--- src/rtl/id_ex_stage.sv ---
// id_ex_stage: single-entry decode/execute pipeline register with operand
// forwarding, operand selection and ALU control fix-up at capture time.
module id_ex_stage (
   input  logic        clk,
   input  logic        rst,
   input  logic        in_valid,
   output logic        in_ready,
   input  logic [63:0] in_pc,
   input  logic [63:0] in_rs1_data,
   input  logic [63:0] in_rs2_data,
   input  logic [63:0] in_imm,
   input  logic [4:0]  in_rs1_addr,
   input  logic [4:0]  in_rs2_addr,
   input  logic [4:0]  in_rd_addr,
   input  logic [3:0]  in_alu_funct,
   input  logic        in_src_a_pc,
   input  logic        in_src_b_imm,
   input  logic        in_is_word,
   input  logic        in_reg_write,
   input  logic        fwd_mem_valid,
   input  logic [4:0]  fwd_mem_rd,
   input  logic [63:0] fwd_mem_data,
   input  logic        fwd_wb_valid,
   input  logic [4:0]  fwd_wb_rd,
   input  logic [63:0] fwd_wb_data,
   input  logic        flush,
   output logic        out_valid,
   input  logic        out_ready,
   output logic [63:0] operand_a,
   output logic [63:0] operand_b,
   output logic [3:0]  alu_funct,
   output logic        is_word,
   output logic [4:0]  rd_addr,
   output logic        reg_write,
   output logic [63:0] pc
);
   logic        valid_q, valid_d;
   logic [63:0] opa_q, opa_d, opb_q, opb_d, pc_q, pc_d;
   logic [3:0]  funct_q, funct_d;
   logic        word_q, word_d, rw_q, rw_d;
   logic [4:0]  rd_q, rd_d;
   logic        capture;
   logic [63:0] rs1_fwd, rs2_fwd, opb_raw;
   logic        shift_w;

   assign in_ready  = rst || !valid_q || out_ready;
   assign capture   = in_valid && in_ready && !flush;
   assign out_valid = valid_q;
   assign operand_a = opa_q;
   assign operand_b = opb_q;
   assign alu_funct = funct_q;
   assign is_word   = word_q;
   assign rd_addr   = rd_q;
   assign reg_write = rw_q;
   assign pc        = pc_q;

   always_comb begin
      rs1_fwd = (fwd_mem_valid && fwd_mem_rd == in_rs1_addr && in_rs1_addr != 5'd0) ? fwd_mem_data :
                (fwd_wb_valid && fwd_wb_rd == in_rs1_addr && in_rs1_addr != 5'd0) ? fwd_wb_data : in_rs1_data;
      rs2_fwd = (fwd_mem_valid && fwd_mem_rd == in_rs2_addr && in_rs2_addr != 5'd0) ? fwd_mem_data :
                (fwd_wb_valid && fwd_wb_rd == in_rs2_addr && in_rs2_addr != 5'd0) ? fwd_wb_data : in_rs2_data;
      opb_raw = in_src_b_imm ? in_imm : rs2_fwd;
      // 32-bit shifts only honour a 5-bit shift amount
      shift_w = in_is_word && (in_alu_funct[2:0] == 3'b001 || in_alu_funct[2:0] == 3'b101);
      valid_d = flush ? 1'b0 : capture ? 1'b1 : out_ready ? 1'b0 : valid_q;
      opa_d   = capture ? (in_src_a_pc ? in_pc : rs1_fwd) : opa_q;
      opb_d   = capture ? (shift_w ? {59'd0, opb_raw[4:0]} : opb_raw) : opb_q;
      // bit 3 selects SUB/SRA; for immediates only the shift-right form keeps it
      funct_d = capture ? {(!in_src_b_imm || in_alu_funct[2:0] == 3'b101) && in_alu_funct[3], in_alu_funct[2:0]} : funct_q;
      word_d  = capture ? in_is_word : word_q;
      rd_d    = capture ? in_rd_addr : rd_q;
      rw_d    = capture ? (in_reg_write && in_rd_addr != 5'd0) : rw_q;
      pc_d    = capture ? in_pc : pc_q;
   end

   always_ff @(posedge clk or posedge rst) begin
      if (rst) begin
         valid_q <= 1'b0;
         opa_q   <= '0;
         opb_q   <= '0;
         funct_q <= '0;
         word_q  <= 1'b0;
         rd_q    <= '0;
         rw_q    <= 1'b0;
         pc_q    <= '0;
      end else begin
         valid_q <= valid_d;
         opa_q   <= opa_d;
         opb_q   <= opb_d;
         funct_q <= funct_d;
         word_q  <= word_d;
         rd_q    <= rd_d;
         rw_q    <= rw_d;
         pc_q    <= pc_d;
      end
   end
endmodule

--- config.mk ---
export PLATFORM = sky130hd
export DESIGN_NAME = id_ex_stage
export DESIGN_NICKNAME = d
export VERILOG_FILES = /design/src/rtl/id_ex_stage.sv
export SDC_FILE = /design/constraint.sdc
export NUM_CORES = 1
export LEC_CHECK = 0
export CORE_AREA = 2 2 247 249
export CTS_BUF_LIST = sky130_fd_sc_hd__clkbuf_4 sky130_fd_sc_hd__clkbuf_8
export DETAILED_ROUTE_END_ITERATION = 16
export DIE_AREA = 0 0 249 251
export GPL_ROUTABILITY_DRIVEN = 1
export PLACE_DENSITY = 0.59
export SYNTH_ARGS = -nofsm -noshare
export SYNTH_HDL_FRONTEND = slang
export SYNTH_SLANG_ARGS = --single-unit
export TNS_END_PERCENT = 20
--- constraint.sdc ---
create_clock -name clk -period 6.4 [get_ports clk]
set_input_delay 0.64 -clock clk [delete_from_list [all_inputs] [get_ports clk]]
set_output_delay 0.64 -clock clk [all_outputs]
set_load 0.05 [all_outputs]
**Word level (Yosys, flattened, before mapping)**

Cells that the tools add are included.

- Flip-flop bits (word level): 204
- Input bits: 424
- Output and inout bits: 205
- Logic and storage cells: 48

- Equal/unequal tests: 6
- Multiplexer cells: 10
- Reduce and logical (&&, ||, !) cells: 24

Operators by type and width:

| cell | number |
|---|---|
| two-way mux 64 bit | 7 |
| == test 5 bit | 4 |
| nonzero test 5 bit | 3 |
| logical AND 1 bit | 13 |
| logical OR 1 bit | 4 |
| == test 3 x 1 -> 1 bit (second input constant) | 1 |
| == test 3 bit (second input constant) | 1 |
| logical NOT 1 bit | 3 |
| two-way mux 1 bit | 3 |
| nonzero test 3 bit | 1 |

**Longest topological paths before layout**

- Depth in word-level cells: 7
- Gate-level depth with buffers: 8
- Gate-level depth less buffers: 6

**Worst setup path before layout**

OpenSTA, ideal clock, no wires.

- Path kind: register -> register
- Start: register valid_q, in the netlist out_valid
- End: register opb_q[16], in the netlist operand_b[16]
- Library setup time: 110 ps
- Arrival: 2238 ps
- Required time: 6290 ps
- Setup slack: 4052 ps
- Cell stages (with the launch flop): 9
- Buffers on the path: 3
- Clock period less this slack: 2348 ps
- Cells stage by stage: dfrtp_1 nor3b_1 inv_1 nand2b_1 buf_2 clkbuf_1 clkbuf_1 nand2_1 o41ai_1

- Word-level cells in the longest chain between the ends: 5

RTL lines:

| what | RTL line | RTL |
|---|---|---|
| from (decl) | 37 | `logic valid_q, valid_d;` |
| from (signal assigned) | 87 | `valid_q <= valid_d;` |
| logical NOT 1 bit | 46 | `assign in_ready = rst \|\| !valid_q \|\| out_ready;` |
| logical OR 1 bit (2 in a row) | 46 |  |
| net in_ready | 7 | `output logic in_ready,` |
| logical AND 1 bit (2 in a row) | 47 | `assign capture = in_valid && in_ready && !flush;` |
| to (signal assigned) | 89 | `opb_q <= opb_d;` |
| to (decl) | 38 | `logic [63:0] opa_q, opa_d, opb_q, opb_d, pc_q, pc_d;` |

The timed path passes the listed nets, and every way through them passes these cells.
A chain may end at the register's enable or synchronous reset.

**Worst setup path in the final report**

- Start: input port in_rs1_addr[1]
- End: register opa_q[1], in the netlist operand_a[1]

- Word-level cells in the longest chain between the ends: 6
- Elaborated cells on any way between the ends: 10
- Those cells by class: eq/ne (2); mux (3); reduce/logical (5)

RTL lines:

| what | RTL line | RTL |
|---|---|---|
| from (decl) | 12 | `input logic [4:0] in_rs1_addr,` |
| == test 5 bit | 59 | `(fwd_wb_valid && fwd_wb_rd == in_rs1_addr && in_rs1_addr != 5'd0) ? fwd_wb_data : in_rs1_data;` |
| logical AND 1 bit (2 in a row) | 59 |  |
| two-way mux 64 bit | 59 |  |
| two-way mux 64 bit * | 58 | `rs1_fwd = (fwd_mem_valid && fwd_mem_rd == in_rs1_addr && in_rs1_addr != 5'd0) ? fwd_mem_data :` |
| two-way mux 64 bit * | 66 | `opa_d = capture ? (in_src_a_pc ? in_pc : rs1_fwd) : opa_q;` |
| to (signal assigned) | 88 | `opa_q <= opa_d;` |
| to (decl) | 38 |  |

Mark *: on every way between the ends. The rest lies on a longest branch, timed or not.

==> summary.md <==
| Metric | Value |
|---|---|
| Crit Path Max Fanout | 36 |
| Non-Filler Instances | 2,814 |
| Sink Count | 204 |
| RSZ-0062 raised after global routing | no |
| Fmax | 307 MHz |
| Skew-Pair Late Insertion Delay | 0.58 ns |
| Detailed-route via count | 14,300 |
| Routed WL | 68.7 mm |
| Flop2flop setup slack | around 3.4 ns |
| Post-Syn Instances | 1,441 |
| Met2 WL | approximately 32 mm |
| Hold Fails Final Rpt | 0 |
| Fin nets | between 2,000 and 2,500 |
| Fin. max-slew vios | 0 |
| TNS Setup | 0 ns |
| Initial antenna violation count | 12 |
| Post-DRT Antenna Nets | 0 |
| FF+latch area | a little over 0.005 mm² |
| Reg clk slew, reported paths | 0.06 ns |
| Filler cells | just over 6,000 |
| Status | finished, final reports clean |
| Combinational Power Share | 39.6% |
| GR Overflow Total | 0 |
| Number of global-route vias before repair | 14,800 |
| CTS H-Tree Depth | 2 |
| P_leak | about 8.2 nW |
| Family with the most delay on the worst path | simple AND/OR/NAND/NOR gates |
| Setup violators final | 0 |
| Register bit total from synthesis | about 200 |
| Deepest clock path buffer count | 3 |
| Distinct cells, synth | 45 |
| Length of routed wiring on met1 | 27.6 mm |
| Clk_skew | 0.0220 ns |
| Die width | 249 µm |
| Final Power | roughly 5.1 mW |
| Fin Hold WS | between 0.4 and 0.5 ns |
| Top Layer Used | met5 |
| Internal Power | between 3 and 4 mW |
| Avg Inst Size Synth | 8.42 µm² |
| Core Area | 0.0598 mm² |
| Sequential share of power | 31.8% |
| DR vias/cell | ~5.1 |
| CP bufs+invs | 2 |
| Layout cell share with drive strength beyond 1 | 8.67% |
| Post-synth top flop | dfrtp_1 |
| Full die area | 0.0625 mm² |
| VDD IR max | approximately 0.12 mV |
| Placed Cells | 2,737 |
| Post-synth ARST share | 100% |
| Fin worst setup slack | 3.14 ns |
| Register area share after synthesis | 42.0% |
| Period minus WS final | 3.26 ns |
| Post-route clock period utilization | 50.9% |
| CTS buffer count | between 40 and 50 |
| # Max-Cap Violations | 0 |
| CP cell instances | clkdlybuf4s50_1 > or4_4 > o211ai_2 > or4b_4 > buf_4 > a221oi_1 > o21ai_0 |
| Worst min-delay path class | reg -> reg |
| Port buffer count | 628 |
| Worst path arrival time | 3.75 ns |
| Synthesized area | 0.0121 mm² |
| Ports | 629 |
| Area of the multi-input gates | around 0.0062 mm² |
| CTS Hold Buffers Added | 0 |
| Crit end category | flip-flop |
| CP Launch Type | primary input |
| Largest stage delay on the critical path | 0.72 ns |
| Area delta synth->final | 63.3% |
| Worst slew margin | a little over a fifth |
| CTS tree | built |
| Yosys warns | 0 |
| Number of flops mapped to enable cells by yosys | 0 |
| Largest net degree at the start of global routing | 114 |
| Slowest library cell on the worst path | or4b_4 |
| DP HPWL | 47.8 mm |
| Required time of the worst setup path | about 7 ns |
| All-Layer GR Usage | 21.2% |
| Pwr/cell area | 255 mW/mm² |
| CTS Root Buffer Type | clkbuf_8 |
| Setup Buffers After CTS | 0 |
| Psw | just over 2 mW |
| Pre-CTS setup slack | 2.55 ns |
| Met3 wire len | 6.40 mm |
| Die Y | about 250 µm |
| DRC | 0 |
| Clock network fraction of total power | 28.5% |
| Row count | 90 |
| Initial Util | 20.3% |
| Post_cts resized | 0 |
| Detailed Route Iter0 Violations | between 900 and 1,000 |
| Post-DR wirelength/cell | 24.4 µm |
| Switching Share | 40.1% |
| Slew @ Worst Pin | 1.17 ns |
| Crit Path Category | in -> reg |
| First-pass GRT wire length | 99.5 mm |
| Syn_nets | 1,865 |
| TritonRoute pass-1 iters | 5 |
| Placer Congestion | approximately 0.95 |
[per-layer routing]
metal / track usage (%) / vias up
met5: 0 / -
met4: 8.92 / 10
met3: 5.58 / 151
met2: 34.2 / 895
met1: 26.7 / 7018
li1: - / 6245
[sequential cells by signal, indices dropped and copies added, names as in the netlist]
name / cells
alu_funct: 4
out_valid: 1
operand_a: 64
operand_b: 64
is_word: 1
pc: 64
rd_addr: 5
reg_write: 1
[tightest hold or removal path: stages, from the launching register on]
cell and delay, ns:
dfrtp_1 0.33, nand2_1 0.05, nand2_1 0.06
[power groups by stage]
| stage | combinational [mW] | sequential (mW) | clock (mW) |
|---|---|---|---|
| 2_1_floorplan | 0.404 | 2.30 | 0 |
| 3_3_place_gp | 1.99 | 1.62 | 0 |
| 3_5_place_dp | 2.00 | 1.62 | 0 |
| 4_1_cts | 2.01 | 1.61 | 1.48 |
| 5_1_grt | 2.09 | 1.63 | 1.53 |
| 6_report | 2.00 | 1.61 | 1.44 |
[logic make-up after synthesis]
group / Yosys count / share of synthesized area [%]
compound gates: 521 / 30.0
simple gates: 497 / 18.7
flops: 204 / 42.0
buf+inv: 199 / 7.84
xor+xnor: 20 / 1.44
[per-stage QoR]
stage / utilization [%] / instance area [µm²]
finish: 33.2 / 19800
global route: 33.1 / 19800
CTS: 33.1 / 19800
detailed placement: 31.7 / 19000
global placement: 31.7 / 19000
floorplan: - / 12100
[cell usage after synthesis, types with 6 or more instances]
cell,instances,share of area (%)
a211oi_1,59,3.6
a21oi_1,129,5.3
a221oi_1,9,0.65
a221oi_2,60,7.4
and2_1,64,3.3
and3_1,69,3.6
buf_1,9,0.28
buf_2,23,0.95
clkbuf_1,80,2.5
dfrtp_1,204,42
dlygate4sd1_1,11,0.79
inv_1,62,1.9
nand2_1,280,8.7
nor2_1,66,2.0
o21ai_0,111,4.6
o21ai_1,29,1.2
o22ai_1,59,3.0
o31ai_1,58,3.6
xnor2_1,14,1.0
xor2_1,6,0.43
[worst paths after layout]
| check | start | cells after the start | to |
|---|---|---|---|
| max | in_rs1_addr[1] | 7 | operand_a[1] |
| min | pc[63] | 2 | pc[63] |
| max reg2reg | out_valid | 7 | operand_b[0] |
| min in group asynchronous | rst | 2 | operand_b[0] |
| min reg2reg | pc[63] | 2 | pc[63] |
| max in group asynchronous | rst | 3 | operand_b[35] |
[cell usage in the layout (no fill, tap or decap), types with 2 or more instances in the layout]
master / netlist / final
a211oi_1: 59 / 59
a21oi_1: 129 / 129
a221oi_1: 9 / 9
a221oi_2: 60 / 60
and2_1: 64 / 64
and3_1: 69 / 69
buf_12: 1 / 3
buf_4: 2 / 22
clkbuf_4: 0 / 19
clkbuf_8: 0 / 49
clkdlybuf4s50_1: 0 / 625
clkinv_2: 0 / 4
clkinvlp_4: 0 / 2
dfrtp_1: 204 / 204
diode_2: 0 / 3
inv_1: 62 / 61
nand2_1: 280 / 279
nand4_1: 2 / 2
nor2_1: 66 / 64
nor2_4: 0 / 2
nor3_1: 2 / 2
nor3_4: 0 / 2
o21ai_0: 111 / 111
o21ai_1: 29 / 29
o22ai_1: 59 / 59
o31ai_1: 58 / 58
xnor2_1: 14 / 14
xor2_1: 6 / 6
[final cells by class]
class | instances | area share, %
flip-flops and latches | 204 | 25.8
clock inverters | 6 | 0.177
well taps | 782 | 4.94
multi-input cells | 1038 | 31.0
diodes | 3 | 0.0379
clock buffers | 68 | 4.12
repair buffers | 651 | 32.7
inverters | 62 | 1.21
No activity file was read; power rests on OpenSTA's default activity.
